**config.mk**
```make
export PLATFORM = sky130hd
export DESIGN_NAME = tnoc_port_arbiter
export DESIGN_NICKNAME = d
export VERILOG_FILES = /design/src/rtl/tnoc_pkg.sv /design/src/rtl/tnoc_port_arbiter.sv
export SDC_FILE = /design/constraint.sdc
export NUM_CORES = 1
export LEC_CHECK = 0
export BUFFER_PORTS_ARGS = -buffer_cell sky130_fd_sc_hd__buf_2
export CAP_MARGIN = 30
export CORE_ASPECT_RATIO = 0.75
export CORE_MARGIN = 10
export CORE_UTILIZATION = 40
export CTS_CLUSTER_SIZE = 40
export DETAILED_ROUTE_END_ITERATION = 6
export MAX_ROUTING_LAYER = met4
export PLACE_DENSITY_LB_ADDON = 0.1
export SYNTH_ARGS = -nofsm -noshare
export SYNTH_HDL_FRONTEND = slang
export SYNTH_SLANG_ARGS = --single-unit
```
**constraint.sdc**
```tcl
create_clock -name clk -period 3.7 [get_ports clk]
set_input_delay 0.37 -clock clk [delete_from_list [all_inputs] [get_ports clk]]
set_output_delay 0.37 -clock clk [all_outputs]
set_load 0.005 [all_outputs]
```
**src/rtl/tnoc_pkg.sv**
```systemverilog
// Shared NoC configuration type and the default configuration used by the router blocks.
package tnoc_pkg;

    typedef struct packed {
        int virtual_channels;
        int data_width;
    } tnoc_config;

    localparam tnoc_config TNOC_DEFAULT_CONFIG = '{virtual_channels: 2, data_width: 32};

endpackage

```
**src/rtl/tnoc_port_arbiter.sv**
```systemverilog
// Output-port arbiter: per-VC round-robin choice among packet heads, grant held
// (wormhole lock) until the granted requester frees its tail flit.
module tnoc_port_arbiter
    import tnoc_pkg::*;
#(
    parameter tnoc_config CONFIG   = TNOC_DEFAULT_CONFIG,
    parameter int         ENTRIES  = 5,
    localparam int        CHANNELS = CONFIG.virtual_channels
)(
    input  logic                         clk,
    input  logic                         rst_n,
    input  logic [ENTRIES*CHANNELS-1:0]  i_request,
    output logic [ENTRIES*CHANNELS-1:0]  o_grant,
    input  logic [ENTRIES*CHANNELS-1:0]  i_free,
    input  logic [ENTRIES*CHANNELS-1:0]  i_start_of_packet,
    input  logic [ENTRIES*CHANNELS-1:0]  i_end_of_packet,
    output logic [CHANNELS-1:0]          o_vc_busy
);

    localparam int PTR_W = (ENTRIES > 1) ? $clog2(ENTRIES) : 1;

    typedef enum logic {
        IDLE = 1'b0,
        BUSY = 1'b1
    } state_e;

    for (genvar v = 0; v < CHANNELS; v++) begin : g_vc
        state_e             r_state;
        state_e             w_state_next;
        logic [ENTRIES-1:0] r_grant;
        logic [ENTRIES-1:0] w_grant_next;
        logic [ENTRIES-1:0] w_cand;
        logic [ENTRIES-1:0] w_tail;
        logic [PTR_W-1:0]   r_ptr;
        logic [PTR_W-1:0]   w_ptr_next;
        logic [PTR_W-1:0]   w_winner;
        logic               w_found;
        logic               w_release;

        for (genvar e = 0; e < ENTRIES; e++) begin : g_ent
            assign w_cand[e] = i_request[e*CHANNELS+v] & i_start_of_packet[e*CHANNELS+v];
            assign w_tail[e] = i_free[e*CHANNELS+v] & i_end_of_packet[e*CHANNELS+v];
            assign o_grant[e*CHANNELS+v] = r_grant[e];
        end

        // Only the holder's tail can unlock the VC; other requesters' free/eop are masked.
        assign w_release = |(r_grant & w_tail);

        // Walk offsets from the highest down so the candidate nearest the pointer wins.
        always_comb begin
            logic [PTR_W:0] w_sum;
            w_found  = 1'b0;
            w_winner = '0;
            w_sum    = '0;
            for (int k = ENTRIES - 1; k >= 0; k--) begin
                w_sum = {1'b0, r_ptr} + (PTR_W+1)'(k);
                if (w_sum >= (PTR_W+1)'(ENTRIES)) begin
                    w_sum = w_sum - (PTR_W+1)'(ENTRIES);
                end
                if (w_cand[w_sum[PTR_W-1:0]]) begin
                    w_found  = 1'b1;
                    w_winner = w_sum[PTR_W-1:0];
                end
            end
        end

        always_ff @(posedge clk or negedge rst_n) begin
            if (!rst_n) begin
                r_state <= IDLE;
                r_grant <= '0;
                r_ptr   <= '0;
            end else begin
                r_state <= w_state_next;
                r_grant <= w_grant_next;
                r_ptr   <= w_ptr_next;
            end
        end

        always_comb begin
            w_state_next = r_state;
            case (r_state)
                IDLE:    if (w_found)   w_state_next = BUSY;
                BUSY:    if (w_release) w_state_next = IDLE;
                default: w_state_next = IDLE;
            endcase
        end

        always_comb begin
            w_grant_next = r_grant;
            w_ptr_next   = r_ptr;
            case (r_state)
                IDLE: begin
                    w_grant_next = '0;
                    if (w_found) begin
                        w_grant_next[w_winner] = 1'b1;
                        w_ptr_next = (w_winner == PTR_W'(ENTRIES - 1)) ? '0 : w_winner + 1'b1;
                    end
                end
                BUSY: begin
                    if (w_release) w_grant_next = '0;
                end
                default: w_grant_next = '0;
            endcase
        end

        assign o_vc_busy[v] = (r_state == BUSY);
    end

endmodule
```
======== Yosys cells after proc, flatten, opt, wreduce, memory -nomap -nowiden ========
Index checks and enable logic that the tools add are counted.
cells by class
  $add $sub $neg .......................... 20
  $lt $le $gt $ge ......................... 24
  equality and inequality tests ........... 4
  muxes and demuxes ....................... 68
  bitwise operators ....................... 24
  reduce and logical (&&, ||, !) cells .... 6
operators by type and width
  kind                 number
  $mux 3               22
  $lt 3x4->1 const B   12
  $ge 4x3->1 const B   8
  $bmux 1 s3           10
  $sub 3x3->3 const B  10
  $mux 1               26
  $and 1x1->1          20
  $mux 5               4
  $pmux 5 s2           2
  $add 3x2->4 const B  4
  $and 5x5->5          2
  $reduce_or 5->1      2
  $add 3x1->4 const B  2
  $add 3x3->4 const B  2
  $add 3x1->3 const B  2
  $demux 1 s3          2
  $eq 3x3->1 const B   2
  $ge 3x1->1 const B   2
  $ge 3x3->1 const B   2
  $ne 2x1->1 const B   2
  $pmux 1 s2           2
  $reduce_and 2->1     2
  $logic_and 1x1->1    2
  $not 1->1            2
storage, ports and cells
  bits in registers ....................... 18
  word-level logic and storage cells ...... 152

======== Depth between registers and ports, before layout ========
Gate-level depths: netlist of run 1.
  word-level depth ........................ 16
  depth in mapped cells ................... 17
  gate-level depth less buffers ........... 16

======== Least setup slack after synthesis of run 1 ========
OpenSTA, ideal clock, no wires.
  kind .................................... register to register
  start point ............................. register g_vc[1].r_ptr[1]
  end point ............................... register g_vc[1].r_ptr[0]
  arrival time ............................ 3.256 ns
  setup slack ............................. 0.324 ns
  cell stages (with the launch flop) ...... 15
  path buffers ............................ 1
  cells stage by stage .................... dfrtp_1 -> inv_1 -> ha_1 -> buf_4 -> inv_4 -> mux4_2 -> mux2i_4 -> a2111oi_0 -> or3_1 -> a221oi_1 -> o21ai_2 -> inv_2 -> ha_1 -> nand2_1 -> a31o_1
on the way
  longest elaborated chain between the ends .. 12
ends and longest elaborated chain
  what                                              line                                              RTL
  from (decl)                                       tnoc_port_arbiter.sv:34                           logic [PTR_W-1:0] r_ptr;
  from (signal assigned)                            tnoc_port_arbiter.sv:75                           r_ptr <= w_ptr_next;
  $add 3x3->4                                       tnoc_port_arbiter.sv:56                           w_sum = {1'b0, r_ptr} + (PTR_W+1)'(k);
  $ge 4x3->1 / $sub 3x3->3 (equally long branches)  tnoc_port_arbiter.sv:57, tnoc_port_arbiter.sv:58
  $mux 3                                            tnoc_port_arbiter.sv:57                           if (w_sum >= (PTR_W+1)'(ENTRIES)) begin
  $bmux 1 s3                                        tnoc_port_arbiter.sv:60                           if (w_cand[w_sum[PTR_W-1:0]]) begin
  $mux 1 (implied by the code)                      tnoc_port_arbiter.sv:60
  $mux 3 (5 in a row)                               tnoc_port_arbiter.sv:60
  $add 3x1->3 / $eq 3x3->1 (equally long branches)  tnoc_port_arbiter.sv:96                           w_ptr_next = (w_winner == PTR_W'(ENTRIES - 1)) ? '0 : w_winner + 1'b1;
  $mux 3                                            tnoc_port_arbiter.sv:96
Parallel ways exist; a longest one is shown, timed or not. The select of a mux whose other input is x is not followed.
A chain may end at the register's enable or synchronous reset.

======== Worst setup path after layout of run 1 ========
  start point ............................. register g_vc[0].r_ptr[1]
  end point ............................... register g_vc[0].r_ptr[0]
on the way
  longest elaborated chain between the ends .. 12
ends and longest elaborated chain
  what                                              line
  from (decl)                                       tnoc_port_arbiter.sv:34
  from (signal assigned)                            tnoc_port_arbiter.sv:75
  $add 3x3->4                                       tnoc_port_arbiter.sv:56
  $ge 4x3->1 / $sub 3x3->3 (equally long branches)  tnoc_port_arbiter.sv:57, tnoc_port_arbiter.sv:58
  $mux 3                                            tnoc_port_arbiter.sv:57
  $bmux 1 s3                                        tnoc_port_arbiter.sv:60
  $mux 1 (implied by the code)                      tnoc_port_arbiter.sv:60
  $mux 3 (5 in a row)                               tnoc_port_arbiter.sv:60
  $add 3x1->3 / $eq 3x3->1 (equally long branches)  tnoc_port_arbiter.sv:96
  $mux 3                                            tnoc_port_arbiter.sv:96
Parallel ways exist; a longest one is shown, timed or not. The select of a mux whose other input is x is not followed.

==> flow_metrics.tcl, run 1 <==
set metrics [dict create \
    hold_viol_final 0 \
    regArea_um2 450 \
    finalNonFillerCells 577 \
    finalPower_mw 2.12 \
    setup_viol 0 \
    dpl.cell_count 574 \
    r2r_start "g_vc[0].r_ptr[1]$_DFFE_PN0P_" \
    grt_max_degree 29 \
    vdd_drop_max_mv 0.274 \
    grt_pass1_wl_um 16800 \
    finalWorstSetupSlack_ns 0.251 \
    crit_buf_inv 2 \
    crit_family "compound AO/OA/AOI/OAI gates" \
    grt-ovfl-total 0 \
    cts_root_buffer "clkbuf_8" \
    drcViolationCount 0 \
    h-tree-depth 1 \
    fillerInstances 777 \
    slew_violations 0 \
    endpoint_kind "register" \
    viasPerCell 6.04 \
    ctsHoldBuffers 0 \
    cts_sinks 18 \
    cts_tree "built" \
    critPathArrivalTime_ns 3.59 \
    finalNetCount 538 \
    power.density_nw_per_um2 569 \
    cts_made_buffers 3 \
    ioPinCount 54 \
    synth_edf_count 0 \
    final_cell_mix "53 x buf_2, 36 x nand2_1, 29 x nand3_1" \
    start_util_pct 41.0 \
    drive_gt1_share_pct 24.2 \
    vias 3485 \
    status "finished clean" \
    postSynthCellCount 413 \
    clk_pin_slew_ns 0.07 \
    hold_path_class "in2async" \
    final_common_cell "buf_2" \
    cp_common_cell "ha_1" \
    die_x_um 124 \
    synth.area.mux_share_pct 7.23 \
    dp_slack_ns 0.298 \
    worstPathMaxFanout 7 \
    crit_path_cell_trace "inv_1 -> ha_1 -> ha_1 -> a21oi_1 -> a21oi_1 -> o21ai_0 -> a311o_1 -> o211ai_1 -> a22o_1 -> inv_2 -> ha_1 -> o21ai_0 -> a31o_2" \
    critPathLaunchType "register" \
    avgRoutedWirePerCell_um 18.3 \
    reg2reg_slack_ns 0.25 \
    synth-seq-cells 18 \
    period_needed_ns 3.45 \
    max-slew-margin-rel_pct 40.7 \
    io_buffers 53 \
    critPathRequiredTime_ns 3.84 \
    synth_area_um2 3230 \
    syn_to_final_growth_pct 15.5 \
    avgSynthCellArea_um2 7.83 \
    r2r_cells 13 \
    multi_input_area_um2 2590 \
    clock.fmax_mhz 290 \
    postRouteAntennaNets 0 \
    drt-total-wl_um 10600 \
    crit_type "reg2reg" \
    clk_path_buf_depth 2 \
    worstMarginPinSlew_ns 0.881 \
    grt_pass1_vias 3152 \
    ys_warn_count 0 \
    power_leakage_nw 1.64 \
    synth-compound-area-share_pct 32.0 \
    finalCritPeriodShare_pct 93.2 \
    ys_seq_area_share_pct 13.9 \
    gp_congestion 1.04 \
    synth_fp_nets 477 \
    synth_top_family_by_area "compound AO/OA/AOI/OAI gates" \
    clkLatencyLatePin_ns 0.24 \
    ys.flop_type "dfrtp_1" \
    synth-simple-area-share_pct 28.1 \
    dieArea_um2 12100 \
    drtIter0Drc 315 \
    synth_fa_ha_area_share_pct 8.97 \
    async_flop_share_pct 100 \
    critPathSlowestCell "dfrtp_1" \
    first_pass_iters 5 \
    drv_cap 0 \
    grt.total_usage_pct 17.2 \
    yosysUniqueCellTypes 82 \
    post_synth_xor_area_fraction_pct 3.44 \
    floorplan.rows 28 \
    die-height_um 97.9 \
    skew_ns 0.000830 \
    antenna_found_initial 0 \
    timing.rr.end "g_vc[0].r_ptr[0]$_DFFE_PN0P_" \
    antenna_cells 0 \
    core-area_um2 7880 \
    hpwl_um 8750 \
    slowest_delay_ns 0.43 \
]
## power by group
group / switching [mW] / leakage [nW] / internal, mW
Clock: 0.0636 / 0.0216 / 0.0721
Sequential: 0.0398 / 0.227 / 0.239
Combinational: 1.02 / 1.39 / 0.690
Total: 1.12 / 1.64 / 1.00
## Yosys cell counts (all sizes together), types with 11 or more instances
cell,n,area (um^2)
nor2,29,111
a211oi,13,97.6
inv,22,85.1
a21oi,21,113
nand2,36,135
buf,14,96.3
o21ai,22,118
dfrtp,18,450
nand3b,11,82.6
ha,20,250
nand3,29,145
## how the worst max path moves through the flow
stage | slack [ns] | endpoint | from | cells past startpoint
floorplan | 0.32 | g_vc[1].r_ptr[0]$_DFFE_PN0P_ | g_vc[1].r_ptr[1]$_DFFE_PN0P_ | 14
global placement | 0.28 | g_vc[0].r_ptr[1]$_DFFE_PN0P_ | g_vc[0].r_ptr[1]$_DFFE_PN0P_ | 14
detailed placement | 0.30 | g_vc[1].r_ptr[2]$_DFFE_PN0P_ | g_vc[1].r_ptr[0]$_DFFE_PN0P_ | 14
CTS | 0.27 | g_vc[1].r_ptr[2]$_DFFE_PN0P_ | g_vc[1].r_ptr[0]$_DFFE_PN0P_ | 14
global route | -0.02 | g_vc[1].r_ptr[2]$_DFFE_PN0P_ | g_vc[1].r_ptr[2]$_DFFE_PN0P_ | 14
finish | 0.25 | g_vc[0].r_ptr[0]$_DFFE_PN0P_ | g_vc[0].r_ptr[1]$_DFFE_PN0P_ | 13
## cell type report
class	instances	area share, %
inverters	22	2.28
multi-input cells	353	69.3
repair buffers	76	11.7
clock buffers	3	1.11
flip-flops and latches	18	12.1
well taps	105	3.52
## registers in the layout, summed over array words and instances, names as in the netlist
| name | cells |
|---|---|
| g_vc.r_grant | 10 |
| g_vc.r_ptr | 6 |
| g_vc.r_state | 2 |
## per-stage QoR
step | hold WS (ns) | TNS (ns) | area [um^2] | utilization [%]
final | 0.0457 | 0 | 3730 | 47.4
after global routing | 0.0727 | -0.0202 | 3730 | 47.4
after CTS | 0.0641 | 0 | 3730 | 47.3
after detailed placement | 0.332 | 0 | 3680 | 46.7
after global placement | 0.326 | 0 | 3680 | 46.7
after floorplan | 0.0744 | 0 | 3230 | -
## per-layer routing
layer  routed length (um)  track usage (%)  vias up
li1                     -                -     1695
met1                 5430             27.8     1589
met2                 3630             19.4      195
met3                 1440             5.81        6
met4                   63             2.14        0
met5                    0                -        -
## logic make-up (layout without fill, tap and decap cells)
kind of cell,count (synthesis),in the layout
AND/OR/NAND/NOR,172,172
XOR/XNOR,11,11
adder cells (fa/ha/maj),22,22
flip-flops,18,18
buffers and inverters,42,101
AO/OA/AOI/OAI,133,133
multiplexers,15,15
## timing repair
item / in CTS / in global routing
gates resized for setup: 0 / 3
buffers inserted: 0 / 0
setup endpoints to repair: 0 / 2
Note: power is estimated with default switching activity, not from simulation.
==> run 2: changes to the inputs <==
--- a/config.mk
+++ b/config.mk
@@ -5,6 +5,7 @@
 export SDC_FILE = /design/constraint.sdc
 export NUM_CORES = 1
 export LEC_CHECK = 0
+export ABC_AREA = 1
 export BUFFER_PORTS_ARGS = -buffer_cell sky130_fd_sc_hd__buf_2
 export CAP_MARGIN = 30
 export CORE_ASPECT_RATIO = 0.75
==> run 2 against run 1 <==
Net effect:
- utilization is 0.73 points lower
- routed wire length is 27% lower
- clock power up 17%
- sequential share of layout area rose by 2.2 points
- flip-flop and latch count unchanged
- cell count up 2.4%
- fmax up 4.1%
- highest routed layer unchanged
==> flow_metrics.tcl, run 2 <==
set metrics [dict create \
    hold_viol_final 0 \
    rsz0062_at_grt "no" \
    finalNetCount 572 \
    die-height_um 92.2 \
    crit_path_cell_trace "inv_4 -> ha_1 -> inv_1 -> fa_1 -> nor2_1 -> nor2_2 -> o21ai_1 -> inv_1 -> o211ai_1 -> nand2_1 -> a21oi_1 -> nand2_1 -> nor2_1 -> nor2_2 -> o22ai_2 -> ha_1 -> nor2_1 -> a21oi_1 -> a21oi_1" \
    skew_ns 0.00191 \
    cts_made_buffers 3 \
    postRouteAntennaNets 0 \
    final_common_cell "nand2_1" \
    post_cts.repair.setup_buffers 0 \
    h-tree-depth 1 \
    drive_gt1_share_pct 24.5 \
    regArea_um2 450 \
    cts_sinks 18 \
    drtIter0Drc 165 \
    synth_top_area_share_pct 22.7 \
    antenna_found_initial 0 \
    fin_setup_tns_ns 0 \
    ys.flop_type "dfrtp_1" \
    synth_fa_ha_area_share_pct 10.5 \
    synth-seq-cells 18 \
    worstMarginPinSlew_ns 0.452 \
    largest_register "g_vc.r_grant" \
    critPathLaunchType "register" \
    floorplan.rows 26 \
    synth_edf_count 0 \
    syn_to_final_growth_pct 13.7 \
    ioPinCount 54 \
    hpwl_um 6610 \
    fin_area_um2 3160 \
    synth_most_common_cell "nand2_1" \
    multi_input_area_um2 2040 \
    critPathSlowestCell "dfrtp_1" \
    cts_tree "built" \
    clock.fmax_mhz 302 \
    grt.total_usage_pct 15.3 \
    critPathArrivalTime_ns 3.45 \
    antenna_cells 0 \
    ys_top_cells_by_count "168 x nand2_1, 53 x nand3_1, 37 x inv_1" \
    gp_congestion 0.971 \
    grt_pass1_vias 2983 \
    critPathRequiredTime_ns 3.84 \
    synth_top_family_by_area "simple AND/OR/NAND/NOR gates" \
    vias 3026 \
    placement.cell_area_um2 3100 \
    finalNonFillerCells 591 \
    max-slew-margin-rel_pct 69.8 \
    avgRoutedWirePerCell_um 13.1 \
    ys_warn_count 0 \
    post_synth_xor_area_fraction_pct 1.53 \
    first_pass_iters 5 \
    postCtsResizedCells 0 \
    viasPerCell 5.12 \
    drt-total-wl_um 7720 \
    synthTopCellsByArea "nand2_1 23%, dfrtp_1 16%, nand3_1 9.6%" \
    core-area_um2 6770 \
    io_buffers 53 \
    start_util_pct 41.0 \
    fillerInstances 719 \
    crit_type "reg2reg" \
    slowest_delay_ns 0.53 \
    finalPower_mw 2.49 \
    endpoint_kind "register" \
    ctsHoldBuffers 0 \
    cts_root_buffer "clkbuf_8" \
    async_flop_share_pct 100 \
    clk_pin_slew_ns 0.07 \
    synth_fp_nets 519 \
    vdd_drop_max_mv 0.416 \
    fin_util_pct 46.7 \
    dp_slack_ns 0.458 \
    finalCritPeriodShare_pct 89.5 \
    r2r_cells 19 \
    synth-simple-area-share_pct 46.4 \
    grt_max_degree 19 \
    status "finished clean" \
    worstPathMaxFanout 10 \
    die_x_um 116 \
    final_cell_mix "168 x nand2_1, 53 x nand3_1, 53 x buf_2" \
    largest_register_ffs 10 \
    setup_viol 0 \
    clkLatencyLatePin_ns 0.25 \
    drv_cap 0 \
    finalWorstSetupSlack_ns 0.388 \
    ys_seq_area_share_pct 16.2 \
    reg_top3 "g_vc.r_grant x10, g_vc.r_ptr x6, g_vc.r_state x2" \
    yosysUniqueCellTypes 44 \
    synth_area_um2 2780 \
    slew_violations 0 \
    period_needed_ns 3.31 \
    grt_pass1_wl_um 13600 \
    grt-ovfl-total 0 \
    dpl.cell_count 587 \
    power.density_nw_per_um2 788 \
    dieArea_um2 10700 \
    synth.area.mux_share_pct 0 \
    hold_path_class "in2async" \
    power_leakage_nw 1.76 \
    avgSynthCellArea_um2 6.10 \
    drcViolationCount 0 \
    clk_path_buf_depth 2 \
    yosysTopAreaCell "nand2_1" \
    worst_hold_slack_ns 0.0357 \
    postSynthCellCount 455 \
    synth-compound-area-share_pct 15.1 \
]
run 2: cell types whose count changed after synthesis, sizes merged, moves of 7 or more:
cell | previous run | this run
nand2 | 36 | 185
and2 | 10 | 0
nand2b | 7 | 0
nor2b | 10 | 0
inv | 22 | 59
a211oi | 13 | 0
nand3 | 29 | 58
mux2i | 9 | 0
xnor2 | 9 | 2
a21oi | 21 | 12
nand3b | 11 | 3
o21ai | 22 | 34
buf | 14 | 5
run 2: metal layers:
metal	GRT usage, %	routed length, um	vias up
li1	-	-	1583
met1	23.0	4250	1344
met2	21.1	3010	93
met3	1.69	400	6
met4	2.70	53	0
met5	-	0	-
run 2: worst max-delay path, delay by kind of cell (launching register included):
family | cells | cell delay [ns]
AO/OA/AOI/OAI | 6 | 0.93
adder cells (fa/ha/maj) | 3 | 0.78
AND/OR/NAND/NOR | 7 | 0.62
flip-flops | 1 | 0.53
buffers and inverters | 3 | 0.33
run 2: cell families after synthesis:
logic type,after synthesis
fa+ha+maj,22
flops,18
simple gates,283
buf+inv,67
compound gates,61
xor+xnor,4
run 2: final timing paths:
kind | slack (ns) | startpoint | endpoint
max in group asynchronous | 3.38 | rst_n | g_vc[0].r_ptr[0]$_DFFE_PN0P_
setup reg to reg | 0.39 | g_vc[1].r_ptr[0]$_DFFE_PN0P_ | g_vc[1].r_ptr[2]$_DFFE_PN0P_
hold reg to reg | 0.52 | g_vc[1].r_grant[3]$_DFFE_PN0P_ | g_vc[1].r_grant[3]$_DFFE_PN0P_
hold / removal | 0.04 | rst_n | g_vc[1].r_grant[1]$_DFFE_PN0P_
setup / recovery | 0.39 | g_vc[1].r_ptr[0]$_DFFE_PN0P_ | g_vc[1].r_ptr[2]$_DFFE_PN0P_
min in group clk | 0.42 | i_end_of_packet[3] | g_vc[1].r_state$_DFF_PN0_
run 2: layout make-up:
class	count	share of cell area, %
Clock buffer	4	1.74
Inverter	61	7.41
Multi-Input combinational cell	370	64.6
Sequential cell	18	14.3
Tap cell	84	3.33
Timing Repair Buffer	54	8.64
run 2: where the power goes:
part	switching [mW]	internal, mW	leakage [nW]
clock	0.0642	0.0945	0.0288
combinational	1.36	0.676	1.51
sequential	0.0562	0.239	0.226
